`src/rtl/dispense_change_pkg.sv`:
```
// rtl/dispense_change_pkg.sv - coin values, limits, widths and FSM states for dispense_change
package dispense_change_pkg;
  localparam int CHANGE_W = 9;
  localparam int QUART_W  = 4;
  localparam int DIM_W    = 3;
  localparam int NICK_W   = 3;
  localparam int PEN_W    = 3;

  localparam logic [CHANGE_W-1:0] COIN_QUART = 9'd25;
  localparam logic [CHANGE_W-1:0] COIN_DIME  = 9'd10;
  localparam logic [CHANGE_W-1:0] COIN_NICK  = 9'd5;
  localparam logic [CHANGE_W-1:0] MAX_CHANGE = 9'd399;

  typedef enum logic [2:0] {
    S_IDLE  = 3'd0,
    S_QUART = 3'd1,
    S_DIME  = 3'd2,
    S_NICK  = 3'd3,
    S_PEN   = 3'd4,
    S_DONE  = 3'd5
  } state_t;
endpackage

```
`src/rtl/dispense_change.sv`:
```
// rtl/dispense_change.sv - greedy change decomposition into quarters, dimes, nickels, pennies
module dispense_change
  import dispense_change_pkg::*;
(
  input  logic                clk,
  input  logic                rst_n,
  input  logic                start,
  input  logic [CHANGE_W-1:0] change,
  output logic                busy,
  output logic                done,
  output logic                err,
  output logic [QUART_W-1:0]  quart,
  output logic [DIM_W-1:0]    dim,
  output logic [NICK_W-1:0]   nick,
  output logic [PEN_W-1:0]    pen
);

  state_t              state_q, state_d;
  logic [CHANGE_W-1:0] residual_q, residual_d;
  logic [QUART_W-1:0]  quart_q, quart_d;
  logic [DIM_W-1:0]    dim_q, dim_d;
  logic [NICK_W-1:0]   nick_q, nick_d;
  logic [PEN_W-1:0]    pen_q, pen_d;
  logic                err_q, err_d;

  always_ff @(posedge clk) begin
    if (!rst_n) begin
      state_q    <= S_IDLE;
      residual_q <= '0;
      quart_q    <= '0;
      dim_q      <= '0;
      nick_q     <= '0;
      pen_q      <= '0;
      err_q      <= 1'b0;
    end else begin
      state_q    <= state_d;
      residual_q <= residual_d;
      quart_q    <= quart_d;
      dim_q      <= dim_d;
      nick_q     <= nick_d;
      pen_q      <= pen_d;
      err_q      <= err_d;
    end
  end

  // Each coin stage subtracts one coin per cycle, then spends one cycle moving on.
  always_comb begin
    state_d    = state_q;
    residual_d = residual_q;
    quart_d    = quart_q;
    dim_d      = dim_q;
    nick_d     = nick_q;
    pen_d      = pen_q;
    err_d      = err_q;
    case (state_q)
      S_IDLE: begin
        if (start) begin
          quart_d = '0;
          dim_d   = '0;
          nick_d  = '0;
          pen_d   = '0;
          if (change > MAX_CHANGE) begin
            err_d   = 1'b1;
            state_d = S_DONE;
          end else begin
            err_d      = 1'b0;
            residual_d = change;
            state_d    = S_QUART;
          end
        end
      end
      S_QUART: begin
        if (residual_q >= COIN_QUART) begin
          residual_d = residual_q - COIN_QUART;
          quart_d    = quart_q + 1'b1;
        end else begin
          state_d = S_DIME;
        end
      end
      S_DIME: begin
        if (residual_q >= COIN_DIME) begin
          residual_d = residual_q - COIN_DIME;
          dim_d      = dim_q + 1'b1;
        end else begin
          state_d = S_NICK;
        end
      end
      S_NICK: begin
        if (residual_q >= COIN_NICK) begin
          residual_d = residual_q - COIN_NICK;
          nick_d     = nick_q + 1'b1;
        end else begin
          state_d = S_PEN;
        end
      end
      S_PEN: begin
        pen_d   = residual_q[PEN_W-1:0];
        state_d = S_DONE;
      end
      S_DONE:  state_d = S_IDLE;
      default: state_d = S_IDLE;
    endcase
  end

  always_comb begin
    busy  = (state_q != S_IDLE);
    done  = (state_q == S_DONE);
    err   = err_q;
    quart = quart_q;
    dim   = dim_q;
    nick  = nick_q;
    pen   = pen_q;
  end

endmodule

```
`config.mk`:
```
export PLATFORM = sky130hd
export DESIGN_NAME = dispense_change
export DESIGN_NICKNAME = d
export VERILOG_FILES = /design/src/rtl/dispense_change_pkg.sv /design/src/rtl/dispense_change.sv
export SDC_FILE = /design/constraint.sdc
export NUM_CORES = 1
export LEC_CHECK = 0
export CAP_MARGIN = 20
export CORE_UTILIZATION = 54
export DETAILED_ROUTE_END_ITERATION = 8
export GPL_TIMING_DRIVEN = 0
export PLACE_DENSITY = 0.8
export RECOVER_POWER = 50
export SYNTH_ARGS = -nofsm -noshare
export SYNTH_HDL_FRONTEND = slang
export SYNTH_SLANG_ARGS = --single-unit
export TNS_END_PERCENT = 50
```
`constraint.sdc`:
```
create_clock -name clk -period 2.91 [get_ports clk]
set_input_delay 0.291 -clock clk [delete_from_list [all_inputs] [get_ports clk]]
set_output_delay 0.291 -clock clk [all_outputs]
set_load 0.005 [all_outputs]
```
* After elaboration in Yosys (flattened, before gate mapping)
Cells that the tools add are included.
** Cells by class
- Equality and inequality tests :: 13
- Add/sub/neg operators :: 6
- Reduce and logical (&&, ||, !) cells :: 14
- Magnitude comparators :: 4
- Muxes and demuxes :: 22
** Operators with widths (number)
- 9-bit two-way mux :: 5
- 9-bit case mux with 4 select lines :: 1
- 3-bit two-way mux :: 8
- 3-bit case mux with 2 select lines :: 3
- 2-bit inequality test (second input constant) :: 8
- 3-bit case mux with 5 select lines :: 1
- 9-bit by 3-bit greater-or-equal comparator with 1-bit output (second input constant) :: 1
- 9-bit by 4-bit greater-or-equal comparator with 1-bit output (second input constant) :: 1
- 9-bit by 5-bit greater-or-equal comparator with 1-bit output (second input constant) :: 1
- 9-bit greater-than comparator (second input constant) :: 1
- 3-bit AND reduction :: 3
- 9-bit by 3-bit subtractor with 9-bit output (second input constant) :: 1
- 9-bit by 4-bit subtractor with 9-bit output (second input constant) :: 1
- 9-bit by 5-bit subtractor with 9-bit output (second input constant) :: 1
- 4-bit two-way mux :: 2
- 4-bit case mux with 2 select lines :: 1
- 2-bit nonzero test :: 4
- 3-bit by 1-bit adder with 3-bit output (second input constant) :: 2
- 3-bit by 2-bit == test with 1-bit output (second input constant) :: 2
- 3-bit == test (second input constant) :: 2
- 6-bit AND reduction :: 1
- 4-bit by 1-bit adder with 4-bit output (second input constant) :: 1
- 2-bit AND reduction :: 2
- 4-bit AND reduction :: 1
- other kinds (5) :: 5
** Storage, ports and cells
- Logic and storage cells :: 66
- Output and inout port bits :: 16
- Flip-flop bits (word level) :: 26

* Logic depth before layout (Yosys ltp)
- Depth in word-level cells :: 4
- Depth in mapped cells :: 10
- Gate-level depth less buffers :: 8

* Worst setup path after synthesis
OpenSTA, ideal clock, no wires.
- Path kind :: register to register
- From :: reg residual_q[1]
- To :: reg residual_q[2]
- Cell stages (with the launch flop) :: 10
- Arrival time :: 2.239 ns
- Required time :: 2.826 ns
- Path slack :: 0.587 ns
- Clock period less this slack :: 2.323 ns
- Cells stage by stage :: dfxtp_1 > inv_1 > ha_1 > a2111oi_1 > and3b_1 > a22oi_1 > o211ai_4 > buf_6 > nand3_1 > o31ai_2
** Between the ends
- Longest elaborated chain between the ends :: 3
** Ends and longest elaborated chain
- from (decl) :: line dispense_change.sv:19 : logic [CHANGE_W-1:0] residual_q, residual_d;
- from (signal assigned) :: line dispense_change.sv:37 : residual_q <= residual_d;
- 9-bit by 3-bit subtractor with 9-bit output (tied with other cells) :: line dispense_change.sv:90 : residual_d = residual_q - COIN_NICK;
- 9-bit two-way mux (tied with other cells) :: line dispense_change.sv:89 : if (residual_q >= COIN_NICK) begin
- 9-bit case mux with 4 select lines or 6-bit AND reduction (tied branches)
Several ways; a longest one is shown, not always the timed one. The select of a mux whose other input is x is not followed.
A chain may end at the register's enable or synchronous reset.

* Worst setup path in the final report
- From :: reg residual_q[1]
- To :: reg residual_q[4]
The elaborated chain is that of the path after synthesis.

==> flow_summary.yaml <==
synthesis:
  synthFlopType: "dfxtp_1"
  async_flop_share: 0
  syn_nets: 267
  synth-edff-count: 0
  synth_area_sq_mm: 0.00189
  ys_seq_elements: 26
  ys_types: 50
  syn_avg_cell_area_sq_um: 7.69
  synth_cells: 246
  ys_seq_area_frac: 0.275
  ys_warn_count: 0
route:
  route.antenna.remaining_nets: 0
  drc_errors: 0
  vias_per_cell: 6.02
  wire_per_inst_microns: 15.5
  drtIter0Drc: 153
  vias: 1944
  drt_pre_antenna_iters: 5
  drt-total-wl_mm: 5.01
clocking:
  numCtsBuffers: 3
  clk_latency_ps: 320
  htree_num_levels: 1
  cts_sinks: 26
  clockBufferDepth: 2
  tritoncts: "done"
  postCtsHoldBufs: 0
  path_clk_slew_ps: 140
  cts_root_buffer: "clkbuf_4"
layout:
  final_cell_mix: "30 x nand2_1, 26 x dfxtp_1, 22 x nor2_1, 22 x o21ai_0, 15 x dlygate4sd3_1"
  nets: 299
  final_util: 0.677
  synthToLayoutAreaGrowth_pct: 19.5
  drive_above_1_share: 0.0650
  diodes: 0
  final_common_cell: "nand2_1"
placed_design:
  place.gp.congestion: 0.955
  portBuffers: 27
  pre_cts_slack_ps: 24.8
  hpwl_mm: 3.63
sta:
  fmax_mhz: 366
  worstMarginPinSlew_ps: 679
  fin_crit_sh: 0.939
  slew_headroom: 0.546
  fin_tns_setup_ps: 0
  finalSetupViolations: 0
  rsz0062_at_grt: "no"
  hold_slack_ps: 494
  finalClockSkew_ps: 2.35
  slew_violations: 0
  period_minus_slack_ps: 2730
  fin_ws_ps: 179
  hold_viol_final: 0
global_routing:
  grt_pass1_vias: 1755
  antenna_found_initial: 0
  grt_max_degree: 15
  gr-usage-all-layers: 0.295
  grt_overflow: 0
  grt_pass1_wl_mm: 8.18
setup_path:
  r2r_start: "residual_q[1]"
  endpoint_kind: "register"
  critPathLaunchType: "register"
  r2r_cells: 9
  reg2reg_to: "residual_q[4]"
  crit_path_max_fanout: 10
  path_class: "reg2reg"
  worst-endpoint-arrival_ps: 2980
  r2r_setup_slack_ps: 180
  required_ps: 3160
power_and_ir_drop:
  power_frac_comb: 0.668
  p_per_area_mw_per_mm2: 952
  p_int_uw: 1080
  clock_power_share: 0.086
  leakage_uw: 0.000885
  pwr-share-seq: 0.246
  power_switching_uw: 1070
  peakVddDrop_mv: 0.643
  switching_share: 0.498
floorplan:
  die_area_sq_mm: 0.00374
  die_w_microns: 61.2
  die_h_microns: 61.2
  row_count: 21
  core_area_sq_mm: 0.00334
  initial_core_util: 0.567
  io-pin-count: 28
run_status:
  status: "finished, final reports clean"
worst_hold_path:
  hold_start: "pen[0]"
  min_path_type: "reg2reg"
  whs_path_depth: 2
  whs_endpoint: "pen[0]"
run:
  cap_violations: 0
-- logic make-up after synthesis --
group	after synthesis	synth area share
xor+xnor	11	0.0510
mux	2	0.0106
buf+inv	23	0.0503
flops	26	0.275
simple gates	96	0.248
compound gates	79	0.305
fa+ha+maj	9	0.0596
-- synth_stat cells (5+ instances only) --
master    number  area (sq um)
nand2_1       30           113
dfxtp_1       26           521
nor2_1        22          82.6
o21ai_0       22           110
clkbuf_1      14          52.6
nand3_1       13          65.1
a21oi_1        9          45.0
ha_1           9           113
inv_1          7          26.3
xor2_1         7          61.3
a21boi_0       6          45.0
nor2b_1        6          37.5
nor3_1         6          30.0
and2_1         5          31.3
-- metal layers --
metal  track usage  routed length, microns  share of wire  vias up
met5             0                       0              0        -
met4         0.107                      57          0.011        0
met3        0.0693                     517           0.10        9
met2         0.449                    2260           0.45      103
met1         0.406                    2180           0.43      878
li1              -                       -              -      954
-- power by group through the flow --
stage	registers [uW]	logic, uW	clock network (uW)
4_1_cts	525	1420	189
3_5_place_dp	529	1410	0
5_1_grt	545	1600	199
2_1_floorplan	509	1080	0
6_report	529	1440	185
3_3_place_gp	528	1400	0
-- through the flow --
step	instances	instance area [sq um]	total power, uW
after global routing	323	2260	2340
after global placement	319	2220	1920
final	323	2260	2150
after floorplan	246	1890	1590
after detailed placement	319	2220	1940
after CTS	323	2260	2140
-- timing repair --
action	4_1_cts	5_1_grt
setup buffers	0	0
resized for setup	1	0
setup endpoints to repair	5	0
-- sequential cells by signal, summed over array words and instances (netlist names) --
name / count
dim: 3
err: 1
nick: 3
pen: 3
quart: 4
residual_q: 9
state_q: 3
-- critical path, stage by stage (launching register included) --
cell,delay [ps]
dfxtp_1,520
inv_1,150
ha_1,260
a2111oi_2,560
and3b_1,360
a22oi_1,180
o211ai_4,220
buf_6,220
nand3_1,100
o31ai_2,90
-- worst max path at each step --
stage,from,endpoint,depth (start not counted)
finish,residual_q[1],residual_q[4],9
global route,residual_q[1],residual_q[4],9
CTS,residual_q[1],residual_q[4],9
detailed placement,residual_q[1],residual_q[2],9
global placement,residual_q[1],residual_q[2],9
floorplan,residual_q[1],residual_q[2],9
-- area by class of cell --
class | count | area [sq um]
Timing Repair Buffer | 27 | 270
Inverter | 7 | 26.3
Clock buffer | 4 | 36.3
Sequential cell | 26 | 520
Buffer | 16 | 68.8
Tap cell | 46 | 57.6
Multi-Input combinational cell | 197 | 1280
Fill cell | 302 | 1080
No activity file was read; power rests on OpenSTA's default activity.
